File: config.mk
export PLATFORM = sky130hd
export DESIGN_NAME = resampler_cfg_ctrl_flat
export DESIGN_NICKNAME = d
export VERILOG_FILES = /design/src/rtl/resampler_cfg_ctrl_pkg.sv /design/src/rtl/resampler_cfg_ctrl_if.sv /design/src/rtl/resampler_cfg_ctrl_quiet_detect.sv /design/src/rtl/resampler_cfg_ctrl.sv /design/src/flat_wrapper.sv
export SDC_FILE = /design/constraint.sdc
export NUM_CORES = 1
export LEC_CHECK = 0
export CAP_MARGIN = 20
export CELL_PAD_IN_SITES_DETAIL_PLACEMENT = 0
export CELL_PAD_IN_SITES_GLOBAL_PLACEMENT = 2
export CORE_UTILIZATION = 33
export CTS_CLUSTER_SIZE = 25
export DETAILED_ROUTE_END_ITERATION = 8
export PLACE_DENSITY = 0.88
export SYNTH_ARGS = -nofsm -noshare
export SYNTH_HDL_FRONTEND = slang
export SYNTH_SLANG_ARGS = --single-unit
export TNS_END_PERCENT = 100
File: constraint.sdc
create_clock -name clk_i -period 2.47 [get_ports clk_i]
set_input_delay 0.494 -clock clk_i [delete_from_list [all_inputs] [get_ports clk_i]]
set_output_delay 0.494 -clock clk_i [all_outputs]
set_load 0.1 [all_outputs]
File: src/rtl/resampler_cfg_ctrl_pkg.sv
// Shared types and constants for the resampler configuration sequencer.
// The round-type encodings are also consumed by the round stage.
package resampler_cfg_ctrl_pkg;

  localparam int RS_CFG_W = 16;

  localparam logic [2:0] RND_TO_ZERO = 3'b001;
  localparam logic [2:0] RND_NEAREST = 3'b010;
  localparam logic [2:0] RND_TRUNC   = 3'b100;

  typedef enum logic [2:0] {
    ST_RUN,
    ST_DRAIN,
    ST_APPLY,
    ST_FLUSH,
    ST_SETTLE
  } rs_ctrl_state_e;

  typedef struct packed {
    logic [RS_CFG_W-1:0] dec;
    logic [RS_CFG_W-1:0] interp;
    logic [2:0]          round;
  } rs_cfg_t;

  function automatic logic round_is_onehot(input logic [2:0] r);
    return (r == RND_TO_ZERO) || (r == RND_NEAREST) || (r == RND_TRUNC);
  endfunction

endpackage

File: src/rtl/resampler_cfg_ctrl_if.sv
// Valid/ready configuration port carrying new decimation, interpolation
// and round-type settings.
interface resampler_cfg_ctrl_if #(
  parameter int DATA_WIDTH = 16
);
  logic                  cfg_valid;
  logic                  cfg_ready;
  logic [DATA_WIDTH-1:0] cfg_dec;
  logic [DATA_WIDTH-1:0] cfg_int;
  logic [2:0]            cfg_round;

  modport master (
    output cfg_valid, cfg_dec, cfg_int, cfg_round,
    input  cfg_ready
  );

  modport slave (
    input  cfg_valid, cfg_dec, cfg_int, cfg_round,
    output cfg_ready
  );
endinterface

File: src/rtl/resampler_cfg_ctrl_quiet_detect.sv
// Counts consecutive cycles without resampler output activity; done_o fires
// on the QUIET_CYCLES-th quiet cycle since the last start or activity.
module resampler_cfg_ctrl_quiet_detect #(
  parameter int QUIET_CYCLES = 24
) (
  input  logic clk_i,
  input  logic rst_ni,
  input  logic start_i,
  input  logic en_i,
  input  logic activity_i,
  output logic done_o
);
  localparam int QW = $clog2(QUIET_CYCLES + 1);
  localparam logic [QW-1:0] QUIET_LAST = QW'(QUIET_CYCLES - 1);

  logic [QW-1:0] cnt_reg;

  assign done_o = en_i && !activity_i && (cnt_reg == QUIET_LAST);

  // The terminal count always forces a state exit, so no saturation is needed.
  always_ff @(posedge clk_i or negedge rst_ni) begin
    if (!rst_ni) begin
      cnt_reg <= '0;
    end else if (start_i || activity_i || done_o) begin
      cnt_reg <= '0;
    end else if (en_i) begin
      cnt_reg <= cnt_reg + QW'(1);
    end
  end
endmodule

File: src/rtl/resampler_cfg_ctrl.sv
// Run-time configuration sequencer: gates the input stream, drains the
// resampler, commits new ratios, flushes the FIR with zero beats, then resumes.
module resampler_cfg_ctrl
  import resampler_cfg_ctrl_pkg::*;
#(
  parameter int         DATA_WIDTH   = 16,
  parameter int         TAP_NUM      = 16,
  parameter int         QUIET_CYCLES = 24,
  parameter int         MAX_RATIO    = 8,
  parameter int         DEF_DEC      = 1,
  parameter int         DEF_INT      = 1,
  parameter logic [2:0] DEF_ROUND    = 3'b010
) (
  input  logic                    clk_i,
  input  logic                    rst_ni,
  resampler_cfg_ctrl_if.slave     cfg,
  input  logic                    s_tvalid_i,
  output logic                    s_tready_o,
  output logic                    m_tvalid_o,
  input  logic                    m_tready_i,
  output logic                    zero_data_o,
  input  logic                    rs_tvalid_i,
  output logic                    out_mask_o,
  output logic                    en_o,
  output logic [DATA_WIDTH-1:0]   decimation_o,
  output logic [DATA_WIDTH-1:0]   interpolation_o,
  output logic [2:0]              round_type_o,
  output logic                    busy_o,
  output logic                    err_o
);
  localparam int FW = $clog2(TAP_NUM + 1);
  localparam logic [FW-1:0]         FLUSH_LAST = FW'(TAP_NUM - 1);
  localparam logic [DATA_WIDTH-1:0] RATIO_MAX  = DATA_WIDTH'(MAX_RATIO);
  localparam rs_cfg_t CFG_DEFAULT = '{
    dec:    RS_CFG_W'(DEF_DEC),
    interp: RS_CFG_W'(DEF_INT),
    round:  DEF_ROUND
  };

  rs_ctrl_state_e state_reg;
  rs_cfg_t        shadow_reg;
  rs_cfg_t        commit_reg;
  rs_cfg_t        cfg_in;
  logic [FW-1:0]  flush_cnt_reg;
  logic           run_reg;
  logic           zero_reg;
  logic           en_reg;
  logic           mask_reg;
  logic           busy_reg;
  logic           err_reg;
  logic           cfg_hs;
  logic           cfg_legal;
  logic           flush_last;
  logic           quiet_en;
  logic           quiet_start;
  logic           quiet_done;

  assign cfg_in = '{
    dec:    RS_CFG_W'(cfg.cfg_dec),
    interp: RS_CFG_W'(cfg.cfg_int),
    round:  cfg.cfg_round
  };

  assign cfg_legal = (cfg.cfg_dec != '0) && (cfg.cfg_dec <= RATIO_MAX) &&
                     (cfg.cfg_int != '0) && (cfg.cfg_int <= RATIO_MAX) &&
                     round_is_onehot(cfg.cfg_round);

  assign cfg_hs      = cfg.cfg_valid && (state_reg == ST_RUN);
  assign flush_last  = (state_reg == ST_FLUSH) && m_tready_i && (flush_cnt_reg == FLUSH_LAST);
  assign quiet_en    = (state_reg == ST_DRAIN) || (state_reg == ST_SETTLE);
  assign quiet_start = (cfg_hs && cfg_legal) || flush_last;

  resampler_cfg_ctrl_quiet_detect #(
    .QUIET_CYCLES (QUIET_CYCLES)
  ) u_quiet (
    .clk_i      (clk_i),
    .rst_ni     (rst_ni),
    .start_i    (quiet_start),
    .en_i       (quiet_en),
    .activity_i (rs_tvalid_i),
    .done_o     (quiet_done)
  );

  // Outside RUN the upstream is stalled and only flush beats reach the resampler.
  assign cfg.cfg_ready   = run_reg;
  assign s_tready_o      = run_reg && m_tready_i;
  assign m_tvalid_o      = run_reg ? s_tvalid_i : zero_reg;
  assign zero_data_o     = zero_reg;
  assign en_o            = en_reg;
  assign out_mask_o      = mask_reg;
  assign busy_o          = busy_reg;
  assign err_o           = err_reg;
  assign decimation_o    = DATA_WIDTH'(commit_reg.dec);
  assign interpolation_o = DATA_WIDTH'(commit_reg.interp);
  assign round_type_o    = commit_reg.round;

  // Output flags are loaded together with the state they belong to.
  always_ff @(posedge clk_i or negedge rst_ni) begin
    if (!rst_ni) begin
      state_reg     <= ST_RUN;
      shadow_reg    <= CFG_DEFAULT;
      commit_reg    <= CFG_DEFAULT;
      flush_cnt_reg <= '0;
      run_reg       <= 1'b1;
      zero_reg      <= 1'b0;
      en_reg        <= 1'b1;
      mask_reg      <= 1'b1;
      busy_reg      <= 1'b0;
      err_reg       <= 1'b0;
    end else begin
      err_reg <= 1'b0;
      unique case (state_reg)
        ST_RUN: begin
          if (cfg_hs) begin
            if (cfg_legal) begin
              shadow_reg <= cfg_in;
              state_reg  <= ST_DRAIN;
              run_reg    <= 1'b0;
              busy_reg   <= 1'b1;
            end else begin
              err_reg <= 1'b1;
            end
          end
        end
        ST_DRAIN: begin
          if (quiet_done) begin
            state_reg <= ST_APPLY;
            en_reg    <= 1'b0;
            mask_reg  <= 1'b0;
          end
        end
        ST_APPLY: begin
          commit_reg    <= shadow_reg;
          flush_cnt_reg <= '0;
          state_reg     <= ST_FLUSH;
          en_reg        <= 1'b1;
          zero_reg      <= 1'b1;
        end
        ST_FLUSH: begin
          if (flush_last) begin
            state_reg     <= ST_SETTLE;
            zero_reg      <= 1'b0;
            flush_cnt_reg <= '0;
          end else if (m_tready_i) begin
            flush_cnt_reg <= flush_cnt_reg + FW'(1);
          end
        end
        ST_SETTLE: begin
          if (quiet_done) begin
            state_reg <= ST_RUN;
            run_reg   <= 1'b1;
            mask_reg  <= 1'b1;
            busy_reg  <= 1'b0;
          end
        end
        default: begin
          state_reg <= ST_RUN;
          run_reg   <= 1'b1;
          zero_reg  <= 1'b0;
          en_reg    <= 1'b1;
          mask_reg  <= 1'b1;
          busy_reg  <= 1'b0;
        end
      endcase
    end
  end
endmodule
File: src/flat_wrapper.sv
// flat-port wrapper written by rule: the top's interface ports become plain ports
module resampler_cfg_ctrl_flat import resampler_cfg_ctrl_pkg::*;
#(
  parameter int         DATA_WIDTH   = 16,
  parameter int         TAP_NUM      = 16,
  parameter int         QUIET_CYCLES = 24,
  parameter int         MAX_RATIO    = 8,
  parameter int         DEF_DEC      = 1,
  parameter int         DEF_INT      = 1,
  parameter logic [2:0] DEF_ROUND    = 3'b010
)
  (clk_i, rst_ni, s_tvalid_i, s_tready_o, m_tvalid_o, m_tready_i, zero_data_o, rs_tvalid_i, out_mask_o, en_o, decimation_o, interpolation_o, round_type_o, busy_o, err_o, cfg_cfg_valid, cfg_cfg_dec, cfg_cfg_int, cfg_cfg_round, cfg_cfg_ready);
  resampler_cfg_ctrl_if #(.DATA_WIDTH(DATA_WIDTH)) cfg_i ();
  input  logic clk_i;
  input  logic rst_ni;
  input  logic s_tvalid_i;
  output logic s_tready_o;
  output logic m_tvalid_o;
  input  logic m_tready_i;
  output logic zero_data_o;
  input  logic rs_tvalid_i;
  output logic out_mask_o;
  output logic en_o;
  output logic [DATA_WIDTH-1:0] decimation_o;
  output logic [DATA_WIDTH-1:0] interpolation_o;
  output logic [2:0] round_type_o;
  output logic busy_o;
  output logic err_o;
  input wire logic [$bits(cfg_i.cfg_valid)-1:0] cfg_cfg_valid;
  input wire logic [$bits(cfg_i.cfg_dec)-1:0] cfg_cfg_dec;
  input wire logic [$bits(cfg_i.cfg_int)-1:0] cfg_cfg_int;
  input wire logic [$bits(cfg_i.cfg_round)-1:0] cfg_cfg_round;
  output wire logic [$bits(cfg_i.cfg_ready)-1:0] cfg_cfg_ready;
  assign cfg_i.cfg_valid = cfg_cfg_valid;
  assign cfg_i.cfg_dec = cfg_cfg_dec;
  assign cfg_i.cfg_int = cfg_cfg_int;
  assign cfg_i.cfg_round = cfg_cfg_round;
  assign cfg_cfg_ready = cfg_i.cfg_ready;
  resampler_cfg_ctrl #(.DATA_WIDTH(DATA_WIDTH), .TAP_NUM(TAP_NUM), .QUIET_CYCLES(QUIET_CYCLES), .MAX_RATIO(MAX_RATIO), .DEF_DEC(DEF_DEC), .DEF_INT(DEF_INT), .DEF_ROUND(DEF_ROUND)) u_core (.clk_i(clk_i), .rst_ni(rst_ni), .cfg(cfg_i), .s_tvalid_i(s_tvalid_i), .s_tready_o(s_tready_o), .m_tvalid_o(m_tvalid_o), .m_tready_i(m_tready_i), .zero_data_o(zero_data_o), .rs_tvalid_i(rs_tvalid_i), .out_mask_o(out_mask_o), .en_o(en_o), .decimation_o(decimation_o), .interpolation_o(interpolation_o), .round_type_o(round_type_o), .busy_o(busy_o), .err_o(err_o));
endmodule
# After elaboration in Yosys (flattened, before gate mapping)
# Cells that the tools add are included.
# Widths: inputs -> output; s select.
# op_classes
addsub	2
order_cmp	2
eq_ne	15
muxes	27
bitwise_logic	4
reduce_logical	34
# op_table
operator	n
$le 16x4->1 const B	2
$reduce_bool 16->1	2
$mux 5	4
$mux 3	5
$pmux 3 s5	1
$pmux 1 s3	4
$reduce_or 3->1	4
$logic_and 1x1->1	11
$mux 1	11
$add 5x1->5 const B	2
$pmux 5 s2	1
$eq 3x2->1 const B	3
$eq 3x1->1 const B	2
$eq 3x3->1 const B	2
$logic_or 1x1->1	6
$ne 2x1->1 const B	3
$reduce_and 2->1	3
$reduce_and 3->1	2
$eq 5x4->1 const B	1
$eq 5x5->1 const B	1
$reduce_and 5->1	1
$ne 2x2->1 const B	2
$not 1->1	4
$reduce_and 4->1	1
other kinds (5)	6
# totals
regBits	89
in_bits	41
output_inout_bits	43
wordCells	99

# Longest topological paths before layout
# Gate-level depths: netlist (run 1).
# logic_depth
word_depth	10
depth_mapped	8
ltp_nobuf	6

# Modules after synthesis
# From an unflattened synthesis (run 1), not the netlist that was laid out.
# unflattened
cells_unflattened	264
area_unflattened_um2	3582.2
# by_module_without_submodules
mod	instances	cells_per_inst	area_each_um2	seq_area_each_um2
resampler_cfg_ctrl	1	240	3321.9	2113.3
resampler_cfg_ctrl_quiet_detect	1	24	260.2	125.1

# Least setup slack after synthesis (run 1)
# Ideal clock, no wire load.
# synth_path
kind	register -> output
startpoint	register u_core.zero_reg (netlist: u_core.zero_data_o)
endpoint	output m_tvalid_o
arrival_ns	3.207
required_ns	1.976
slack_ns	-1.231
stages_incl_launch_ff	3
path_buffers	0
cell_sequence	dfrtp_1 inv_1 o21ai_0
# synth_via
elab_chain_len	1
# synth_rtl
item	line	text
start, declared	resampler_cfg_ctrl.sv:46	logic zero_reg;
start signal, assigned	resampler_cfg_ctrl.sv:105	zero_reg <= 1'b0;
start signal, assigned	resampler_cfg_ctrl.sv:137	zero_reg <= 1'b1;
start signal, assigned	resampler_cfg_ctrl.sv:142	zero_reg <= 1'b0;
$mux 1	resampler_cfg_ctrl.sv:87	assign m_tvalid_o = run_reg ? s_tvalid_i : zero_reg;
end, declared	flat_wrapper.sv:18	output logic m_tvalid_o;
# Every way passes these cells.

# Worst setup path in the final report (run 1)
# layout_path
startpoint	input cfg_cfg_dec[7]
endpoint	register u_core.shadow_reg[21] (netlist bit)
# layout_via
elab_chain_len	6
elab_cells_between_ends	7
classes_between	order compare: 1; reduce/logical: 6
# layout_rtl
item	line	text
start, declared	flat_wrapper.sv:30	input wire logic [$bits(cfg_i.cfg_dec)-1:0] cfg_cfg_dec;
$le 16x4->1 / $reduce_bool 16->1 (equally long branches)	resampler_cfg_ctrl.sv:64	assign cfg_legal = (cfg.cfg_dec != '0) && (cfg.cfg_dec <= RATIO_MAX) &&
$logic_and 1x1->1 (*) (2 in series)	resampler_cfg_ctrl.sv:64	
$logic_and 1x1->1 (*) (2 in series)	resampler_cfg_ctrl.sv:65	(cfg.cfg_int != '0) && (cfg.cfg_int <= RATIO_MAX) &&
$reduce_and 3->1 (no line) (*)	--	
end signal, assigned	resampler_cfg_ctrl.sv:116	shadow_reg <= cfg_in;
end, declared	resampler_cfg_ctrl.sv:41	rs_cfg_t shadow_reg;
# Every way passes the cells marked *; elsewhere a longest branch is shown, timed or not.
# A chain may end at the register's enable or synchronous reset.

==> summary.txt, run 1 <==
Status
  – Run status: completed

Synth
  – Post-synth EDFFs: 0
  – FFs w/ async S/R, synth: 1.00
  – Top-area cell type share of the netlist area: 0.558
  – Mapped Area: 0.00359 mm²
  – Syn_area_per_cell: 13.3 µm²
  – Flops & latches, synth: 89
  – Synth warn: 0
  – Syn Nets: 312
  – Largest cells by area after synthesis: dfrtp_1, mux2_2, dfstp_2
  – Post-synth cell types: 46
  – Post-synthesis sequential area ratio: 0.624
  – Gate Count Post-Synth: 269
  – Post-synth top flop: dfrtp_1
  – Synth area leader: dfrtp_1

Final layout
  – Register area: 0.00224 mm²
  – # fillers: 956
  – Number of antenna diodes: 0
  – Area Overhead vs Synth: 35.6%
  – Nets: 412
  – Commonest non-fill, non-tap cell in the layout: dfrtp_1
  – Final Util: 0.467
  – Most frequent cells in the layout: dfrtp_1, buf_4, mux2_2
  – Area occupied by multi-input gates: 0.00128 mm²
  – Post-route cell area: 0.00487 mm²
  – Layout cell share with drive strength beyond 1: 0.377
  – Max reg flops: 35

Setup path
  – Crit path largest cell delay: 0.51 ns
  – Worst Setup Path Type: in -> reg
  – Data required, critical path: 2.71 ns
  – Crit path cell chain: clkdlybuf4s50_1, or4_1, nor2_1, nand4_1, or2_1, buf_4, mux2_4
  – Crit end category: register
  – CP max-delay cell: or4_1
  – Arrival time at the worst endpoint: 2.46 ns
  – Setup crit start kind: primary input
  – CP Max Fanout: 13

Flow run
  – Maxcap violations: 0

Clocking
  – Clock buffer depth: 2
  – H-tree levels: 3
  – Clock Tree Root: clkbuf_8
  – TritonCTS clock tree: built
  – Setup bufs post-CTS: 0
  – Sink Count: 89
  – Clk slew on worst S/H paths: 0.09 ns
  – Hold_buf cts: 0
  – Post-cts gate resize count: 0
  – Clk Latency, worst-skew pair: 0.35 ns
  – CTS Buf Count: 9

Die
  – FP Rows: 37
  – Die span in x: 106 µm
  – Die ar.: 0.0113 mm²
  – CORE AREA: 0.0104 mm²
  – # IOs: 84
  – Effective utilization at floorplan: 0.344
  – Die height: 106 µm

STA
  – Setup Viol. Count Final: 0
  – Slew headroom: 0.631
  – Final worst slack: 0.252 ns
  – Period minus WS final: 2.22 ns
  – Clk_skew: 0.00960 ns
  – Min Hold Slack: 0.113 ns
  – Worst-Margin Slew: 0.554 ns
  – Endpoints failing hold: 0
  – Post-route setup TNS: 0 ns
  – Count of pins over their slew limit: 0
  – Final Cycle Share: 0.898
  – Max frequency: 0.451 GHz
  – RSZ-0062 raised after global routing: no

Pwr
  – Max VDD drop: 354 µV
  – Leak Pwr: 2.39 nW
  – Cell Pwr Density: 565 mW/mm²

Min path
  – Hold crit path type: in -> async

GRT
  – Met2 Resource Use GR: 0.237
  – Overall Global Routing Usage: 0.138
  – GR met1 Demand/Resource: 0.164
  – GRT busiest layer: met2
  – GR Util met3: 0.0472
  – Global-route wire length before repair: 12.2 mm
  – Remaining global-route overflow: 0
  – Vias in the first global route: 2490
  – Largest net degree at the start of global routing: 48
  – Initial antenna violation count: 0

Route
  – Remaining DRCs: 0
  – Routed WL: 7.08 mm
  – DR vias/cell: 4.69
  – Number of DRC markers in iteration 0: 64
  – Post-route ant nets: 0
  – Routed via count: 2393
  – Post-DR wirelength/cell: 13.9 µm
  – DR pass1 iterations: 4

Place
  – Dpl ws: -0.122 ns
  – Dpl cell area: 0.00463 mm²
  – HPWL after DPL: 5.06 mm
  – Port Buffers: 83
  – GP Congestion: 0.742
## cell usage after synthesis (3+ instances only)
cell type   n
dfstp_2     9
a21oi_1     7
o21ai_0    10
and2_2      4
nand4_1     6
mux2_2     41
nor2_1     15
nand2_1     8
xnor2_1     3
and2_1     21
mux2_4      5
or4_1       5
nand3_1     3
dfrtp_1    80
inv_1       4
xor2_1      4
clkbuf_1    8
## worst paths after layout
kind,start,end,slack (ns),depth (start not counted)
hold reg to reg,u_core.shadow_reg[10],u_core.shadow_reg[10],0.48,1
max in group asynchronous,rst_ni,u_core.interpolation_o[0],1.67,2
hold / removal,rst_ni,u_core.state_reg[1],0.11,1
setup / recovery,cfg_cfg_dec[7],u_core.shadow_reg[21],0.25,7
setup reg to reg,u_core.state_reg[0],u_core.shadow_reg[21],0.56,6
min in group clk_i,u_core.shadow_reg[10],u_core.shadow_reg[10],0.48,1
## logic make-up (layout without fill, tap and decap cells)
| kind of cell | after synthesis | after routing | synth area share |
|---|---|---|---|
| flip-flops | 89 | 89 | 0.624 |
| AND/OR/NAND/NOR | 79 | 79 | 0.126 |
| multiplexers | 47 | 47 | 0.152 |
| AO/OA/AOI/OAI | 30 | 30 | 0.0523 |
| buffers and inverters | 15 | 120 | 0.0213 |
| XOR/XNOR | 7 | 7 | 0.0171 |
| adder cells (fa/ha/maj) | 2 | 2 | 0.00697 |
## per-stage QoR
stage	total power, W	cells
3_3_place_gp	0.00164	494
6_report	0.00275	510
5_1_grt	0.00287	510
2_1_floorplan	0.00152	269
4_1_cts	0.00280	510
3_5_place_dp	0.00164	494
## worst max-delay path, delay by kind of cell
family        cells  cell delay (ns)
simple gates      4             1.06
buf+inv           2             0.59
mux               1             0.31
## power by group
group          switching, W  internal [W]  leakage (nW)  total, W
Clock              0.000530      0.000612         0.119   0.00114
Sequential      0.000000374       0.00146          1.20   0.00146
Combinational     0.0000712     0.0000775          1.07  0.000149
Total              0.000601       0.00215          2.39   0.00275
## per-layer routing
metal	share of wire	wire length, µm
met4	0.0092	65
met5	0	0
met1	0.44	3080
met3	0.052	366
met2	0.50	3560
## layout make-up
class	count	area share
Clock buffer	10	0.0283
Clock inverter	6	0.0201
Inverter	4	0.00309
Multi-Input combinational cell	165	0.264
Sequential cell	89	0.460
Tap cell	136	0.0350
Timing Repair Buffer	100	0.190
(Power assumes the default switching activity.)
==> inputs of run 2 (changes only) <==
- CORE_UTILIZATION: 33 -> 30
- PLACE_DENSITY: 0.88 -> 0.85
- clock period: 2.47 -> 1.9 ns (I/O delays scaled with it)
==> run 2 against run 1 <==
Against the previous run: the flow now finishes with violations (design-rule violations); clock power is 58% higher; sequential share of layout area fell by 3.4 points; global-route usage decreased by 0.35 points; utilization down 1.1 points; clock-buffer cell count is the same; hold slack gained 0.36 ns; sequential power rose by 30%; via count increased by 2.9%; clock skew about the same; worst setup slack worse by 0.22 ns; first-iteration DRC count increased by 45%; die area up 9.8%.
==> summary.txt, run 2 (synthesis results as in run 1) <==
Place
  – GP Congestion: 0.694 (-6.4%)
  – Dpl ws: -0.591 ns (-0.468 ns)
  – Port Buffers: 83 (unchanged)
  – Placed cells: 506 (+2.4%)
  – HPWL after DPL: 5.49 mm (+8.5%)

STA
  – Count of pins over their slew limit: 0 (unchanged)
  – Clk_skew: 0.00976 ns (+0.000162 ns)
  – Max frequency: 0.536 GHz
  – RSZ-0062 raised after global routing: no
  – Period minus WS final: 1.86 ns
  – Slew headroom: 0.720 (+0.0896)
  – Endpoints failing hold: 0 (unchanged)
  – Post-route setup TNS: 0 ns (unchanged)
  – Worst-Margin Slew: 0.418 ns (-0.136 ns)
  – Final worst slack: 0.0351 ns (-0.217 ns)
  – Final Cycle Share: 0.982
  – Setup Viol. Count Final: 0 (unchanged)

Status
  – Failing checks: design-rule violations
  – Run status: finished, violations left

Clocking
  – TritonCTS clock tree: built
  – Clock buffer depth: 2 (unchanged)
  – Clk Latency, worst-skew pair: 0.34 ns (about the same)
  – Sink Count: 89 (unchanged)
  – H-tree levels: 3 (unchanged)
  – Clock Tree Root: clkbuf_16
  – CTS Buf Count: 9 (unchanged)
  – Clk slew on worst S/H paths: 0.07 ns (-0.02 ns)

GRT
  – Initial antenna violation count: 0 (unchanged)
  – Vias in the first global route: 2614 (+5.0%)
  – Remaining global-route overflow: 0 (unchanged)
  – Largest net degree at the start of global routing: 46 (-4.2%)
  – Global-route wire length before repair: 13.1 mm (+7.4%)
  – Overall Global Routing Usage: 0.135 (-0.00349)

Setup path
  – Crit path largest cell delay: 0.48 ns (-0.03 ns)
  – Delay-heaviest family, CP: simple AND/OR/NAND/NOR gates
  – Crit path cell chain: clkdlybuf4s15_1, or4_4, nor2_4, nand4_1, or2_4, clkbuf_16, buf_4, and2_1
  – CP endpoint: u_core.shadow_reg[16]
  – Crit end category: register
  – Worst R2R End: u_core.shadow_reg[16]
  – Data required, critical path: 2.13 ns (-0.58 ns)
  – Setup crit start kind: primary input
  – Worst reg-to-reg setup slack: 0.06 ns (-0.50 ns)
  – CP Buf/Inv Count: 3 (+1)
  – Worst r2r src: u_core.state_reg[1]
  – Worst Setup Path Type: in -> reg
  – CP max-delay cell: or4_4
  – Arrival time at the worst endpoint: 2.09 ns (-0.37 ns)
  – CP Max Fanout: 5 (-8)
  – FF-to-FF path depth: 7 (+1)
  – Crit path from: cfg_cfg_dec[7]
  – Cell depth of the worst setup path: 8 (+1)

Final layout
  – Max reg flops: 35 (unchanged)
  – Area Overhead vs Synth: 46.4%
  – Layout cell share with drive strength beyond 1: 0.473 (+0.0959)
  – Most frequent cells in the layout: dfrtp_1, buf_4, mux2_2
  – Number of antenna diodes: 0 (unchanged)
  – # fillers: 1077 (+13%)
  – Commonest non-fill, non-tap cell in the layout: dfrtp_1
  – Nets: 425 (+3.2%)
  – Area occupied by multi-input gates: 0.00140 mm² (+8.7%)
  – Layout Cells excl Fill: 530 (+3.9%)
  – Register area: 0.00224 mm² (unchanged)

Pwr
  – Leak Pwr: 2.61 nW (+9.1%)
  – Reg power frac: 0.488 (-0.043)
  – Cell Pwr Density: 740 mW/mm² (+31%)
  – Switch Pwr: 0.000863 W (+44%)
  – Tot Pwr: 0.00389 W (+41%)
  – Clock network fraction of design power: 0.462 (+0.047)
  – Switching share of power: 0.222 (+0.00340)
  – Pint: 0.00302 W (+41%)
  – Combinational Power Share: 0.049 (-0.005)
  – Max VDD drop: 404 µV (+14%)

Die
  – CORE AREA: 0.0115 mm² (+11%)
  – Die ar.: 0.0124 mm² (+9.8%)
  – Effective utilization at floorplan: 0.311 (-0.0329)
  – Die height: 111 µm (+4.8%)
  – FP Rows: 39 (+5.4%)
  – Die span in x: 111 µm (+4.8%)
  – # IOs: 84 (unchanged)

Min path
  – Hold crit path type: in -> reg
  – Hold depth: 2

Route
  – Post-DR wirelength/cell: 14.8 µm (+6.9%)
  – Routed WL: 7.86 mm (+11%)
  – Post-route ant nets: 0 (unchanged)
  – Number of DRC markers in iteration 0: 93 (+45%)
  – DR pass1 iterations: 6 (+2)
  – Remaining DRCs: 13 (+13)
  – Routed via count: 2463 (+2.9%)
  – DR vias/cell: 4.65 (-0.96%)

Flow run
  – Maxcap violations: 0 (unchanged)
==> run 2: cell count changes in the layout (fill, tap and decap cells not counted), sizes merged <==
| cell | change |
|---|---|
| clkdlybuf4s50 | -35 |
| clkbuf | +16 |
| dlygate4sd2 | +13 |
| buf | +9 |
| clkdlybuf4s15 | +8 |
| bufbuf | +1 |
| bufinv | -1 |
| clkinv | +1 |
| dlygate4sd3 | +1 |
==> run 2: worst min-delay path by stage <==
stage                     startpoint                 endpoint  slack [ns]
finish              cfg_cfg_round[2]     u_core.shadow_reg[2]        0.47
global route        cfg_cfg_round[2]     u_core.shadow_reg[2]        0.48
CTS                 cfg_cfg_round[2]     u_core.shadow_reg[2]        0.46
detailed placement            rst_ni   u_core.decimation_o[1]        0.34
global placement              rst_ni  u_core.decimation_o[12]        0.32
floorplan                     rst_ni            u_core.busy_o        0.08
==> run 2: power by group through the flow <==
| stage | Sequential (W) | Combinational [W] | Clock [W] |
|---|---|---|---|
| global route | 0.00190 | 0.000210 | 0.00193 |
| detailed placement | 0.00193 | 0.000204 | 0 |
| CTS | 0.00190 | 0.000199 | 0.00184 |
| floorplan | 0.00194 | 0.0000328 | 0 |
| global placement | 0.00193 | 0.000200 | 0 |
| finish | 0.00190 | 0.000192 | 0.00180 |
==> run 2: routing by layer <==
metal  GRT usage  share of wire  up-vias
met2       0.210           0.47       59
met4      0.0486          0.012        0
met5           0              0        -
met3      0.0354          0.046       10
met1       0.181           0.47     1222
li1            -              -     1172
==> run 2: per-stage QoR <==
step	area, µm²	util	hold WS (ns)
after global placement	4800	0.417	0.323
after floorplan	3620	-	0.0844
final	5250	0.456	0.471
after global routing	5250	0.456	0.481
after detailed placement	4800	0.417	0.337
after CTS	5230	0.454	0.464
==> run 2: cell type report <==
class,instances,area share
Clock buffer,10,0.0436
Inverter,4,0.00286
Timing Repair Buffer,113,0.213
Tap cell,143,0.0341
Clock inverter,6,0.0145
Multi-Input combinational cell,165,0.266
Sequential cell,89,0.426
==> run 2: what timing repair did <==
action | CTS | global route
gates cloned | 1 | 2
pin swaps | 5 | 13
buffers inserted | 3 | 1
setup endpoints to repair | 41 | 26
hold endpoints to repair | 24 | 0
hold buffers | 1 | 0
resized for setup | 66 | 29
==> inputs of run 3 (changes only) <==
- MAX_ROUTING_LAYER: unset -> met4
- SETUP_SLACK_MARGIN: unset -> 0.1
==> run 3 against run 2 <==
Against the previous run: the flow still finishes with violations (design-rule violations); utilization decreased by 0.087 points; global-route usage up 0.75 points; clock power fell by 6%; via count shrank 0.49%; register-to-register slack about the same; non-clock buffer count up 5; final cell count up 0.94%; critical endpoint is now u_core.shadow_reg[21]; largest power group unchanged.
==> summary.txt, run 3 (synthesis results as in run 1) <==
Status
  – Run status: finished, violations left
  – Failing checks: design-rule violations

GRT
  – Global-route wire length before repair: 13.4 mm (+2.6%)
  – Largest net degree at the start of global routing: 90 (+96%)
  – Overall Global Routing Usage: 0.142 (+0.00747)
  – Vias in the first global route: 2567 (-1.8%)
  – Initial antenna violation count: 0 (unchanged)
  – Remaining global-route overflow: 0 (unchanged)

Final layout
  – Register area: 0.00224 mm² (about the same)
  – Area Overhead vs Synth: 46.1%
  – Most frequent cells in the layout: dfrtp_1, buf_4, mux2_2
  – Final Util: 0.455 (-0.000869)
  – Layout cell share with drive strength beyond 1: 0.500 (+0.0271)
  – Nets: 430 (+1.2%)
  – Layout Cells excl Fill: 535 (+0.94%)
  – Max reg flops: 35 (unchanged)
  – # fillers: 1061 (-1.5%)
  – Area occupied by multi-input gates: 0.00140 mm² (+0.63%)
  – Commonest non-fill, non-tap cell in the layout: dfrtp_1
  – Number of antenna diodes: 0 (unchanged)
  – Post-route cell area: 0.00524 mm² (-0.19%)

STA
  – RSZ-0062 raised after global routing: yes
  – Setup Viol. Count Final: 0 (unchanged)
  – Endpoints failing hold: 0 (unchanged)
  – Clk_skew: 0.00643 ns (-0.00333 ns)
  – Final worst slack: 0.0365 ns (+0.00144 ns)
  – Count of pins over their slew limit: 0 (unchanged)
  – Max frequency: 0.537 GHz (about the same)
  – Worst-Margin Slew: 0.509 ns (+0.0908 ns)
  – Period minus WS final: 1.86 ns (-0.00144 ns)
  – Final Cycle Share: 0.981 (about the same)
  – Slew headroom: 0.661 (-0.0595)

Clocking
  – H-tree levels: 3 (unchanged)
  – Clock Tree Root: clkbuf_16
  – Hold_buf cts: 0 (-1)
  – Sink Count: 89 (unchanged)
  – Clk Latency, worst-skew pair: 0.33 ns (about the same)
  – Clock buffer depth: 2 (unchanged)
  – Clk slew on worst S/H paths: 0.07 ns (about the same)
  – TritonCTS clock tree: built
  – CTS Buf Count: 9 (unchanged)

Route
  – Post-route ant nets: 0 (unchanged)
  – Routed met2 length: 3.76 mm (+0.62%)
  – Routed via count: 2451 (-0.49%)
  – DRT met1 WL: 3.68 mm (+0.44%)
  – Remaining DRCs: 6 (-7)
  – DR pass1 iterations: 6 (unchanged)
  – Post-DR wirelength/cell: 14.7 µm (-0.88%)
  – Number of DRC markers in iteration 0: 74 (-20%)
  – Routed WL: 7.87 mm (about the same)
  – Max Used Layer: met4
  – DR vias/cell: 4.58 (-1.4%)
  – Routed wl met3: 331 µm (-9.3%)

Min path
  – Hold crit path type: in -> async

Setup path
  – CP Max Fanout: 7 (+2)
  – Worst Setup Path Type: in -> reg
  – FF-to-FF path depth: 6 (-1)
  – Arrival time at the worst endpoint: 2.08 ns (about the same)
  – Setup crit start kind: primary input
  – Data required, critical path: 2.12 ns (about the same)
  – Crit end category: register

Place
  – Dpl ws: -0.662 ns (-0.0715 ns)
  – Dpl cell area: 0.00477 mm² (-0.60%)
  – Placed cells: 507 (+0.20%)
  – GP Congestion: 0.721 (+3.9%)
  – Port Buffers: 83 (unchanged)
  – HPWL after DPL: 5.22 mm (-4.8%)

Die
  – # IOs: 84 (unchanged)
  – FP Rows: 39 (unchanged)
  – CORE AREA: 0.0115 mm² (unchanged)
  – Die ar.: 0.0124 mm² (unchanged)
  – Die height: 111 µm (unchanged)
  – Effective utilization at floorplan: 0.311 (unchanged)
  – Die span in x: 111 µm (unchanged)

Pwr
  – Max VDD drop: 459 µV (+14%)
  – Cell Pwr Density: 720 mW/mm² (-2.7%)
  – Leak Pwr: 2.60 nW (-0.29%)

Flow run
  – Maxcap violations: 0 (unchanged)
==> run 3: cell types whose count changed in the layout (fill, tap and decap cells not counted), sizes merged <==
cell           before  now
dlygate4sd3         1    0
clkinv              3    1
bufinv              1    0
dlygate4sd2        13   14
clkinvlp            0    3
buf                70   92
clkdlybuf4s15       8    7
clkbuf             26   10
==> run 3: per-layer routing <==
metal	up-vias	track usage
met5	-	-
met4	0	0.0477
met3	10	0.0403
met2	41	0.215
met1	1218	0.183
li1	1182	-
==> run 3: cell type report <==
type                    count  share of cell area
clock inverters             6             0.00931
inverters                   4             0.00287
repair buffers            118               0.213
well taps                 143              0.0341
flip-flops and latches     89               0.427
multi-input cells         165               0.268
clock buffers              10              0.0456
==> run 3: final timing paths <==
check | endpoint | slack (ns) | from
min reg2reg | u_core.shadow_reg[34] | 0.48 | u_core.shadow_reg[34]
min in group clk_i | u_core.shadow_reg[20] | 0.46 | cfg_cfg_dec[1]
min | u_core.state_reg[1] | 0.04 | rst_ni
max in group asynchronous | u_core.interpolation_o[0] | 1.41 | rst_ni
max reg2reg | u_core.shadow_reg[21] | 0.05 | u_core.state_reg[0]
max | u_core.shadow_reg[21] | 0.04 | cfg_cfg_round[0]
==> run 3: critical path, stage by stage <==
cell           delay [ns]
dlygate4sd2_1        0.27
o21ai_0              0.16
o21ai_1              0.14
or3_4                0.39
or2_4                0.29
buf_12               0.15
mux2_4               0.29
==> run 3: metrics by stage <==
step	hold WS (ns)	total power [W]	TNS [ns]
after floorplan	0.0844	0.00197	-1.13
after global placement	0.457	0.00214	-20.65
after detailed placement	0.462	0.00214	-21.38
after CTS	0.0985	0.00385	0
after global routing	0.119	0.00393	-0.274
final	0.0372	0.00377	0
==> run 3: timing repair <==
| item | CTS | global route |
|---|---|---|
| gates resized for setup | 103 | 5 |
| pin swaps | 21 | 4 |
| setup buffers | 8 | 3 |
| endpoints found under the setup margin | 41 | 37 |
| gates cloned | 2 | 0 |
==> run 3: power breakdown <==
group          switching, W  leakage [nW]  internal (W)
combinational      0.000106          1.27     0.0000854
sequential      0.000000483          1.20       0.00190
clock              0.000752         0.132      0.000933
total              0.000859          2.60       0.00292
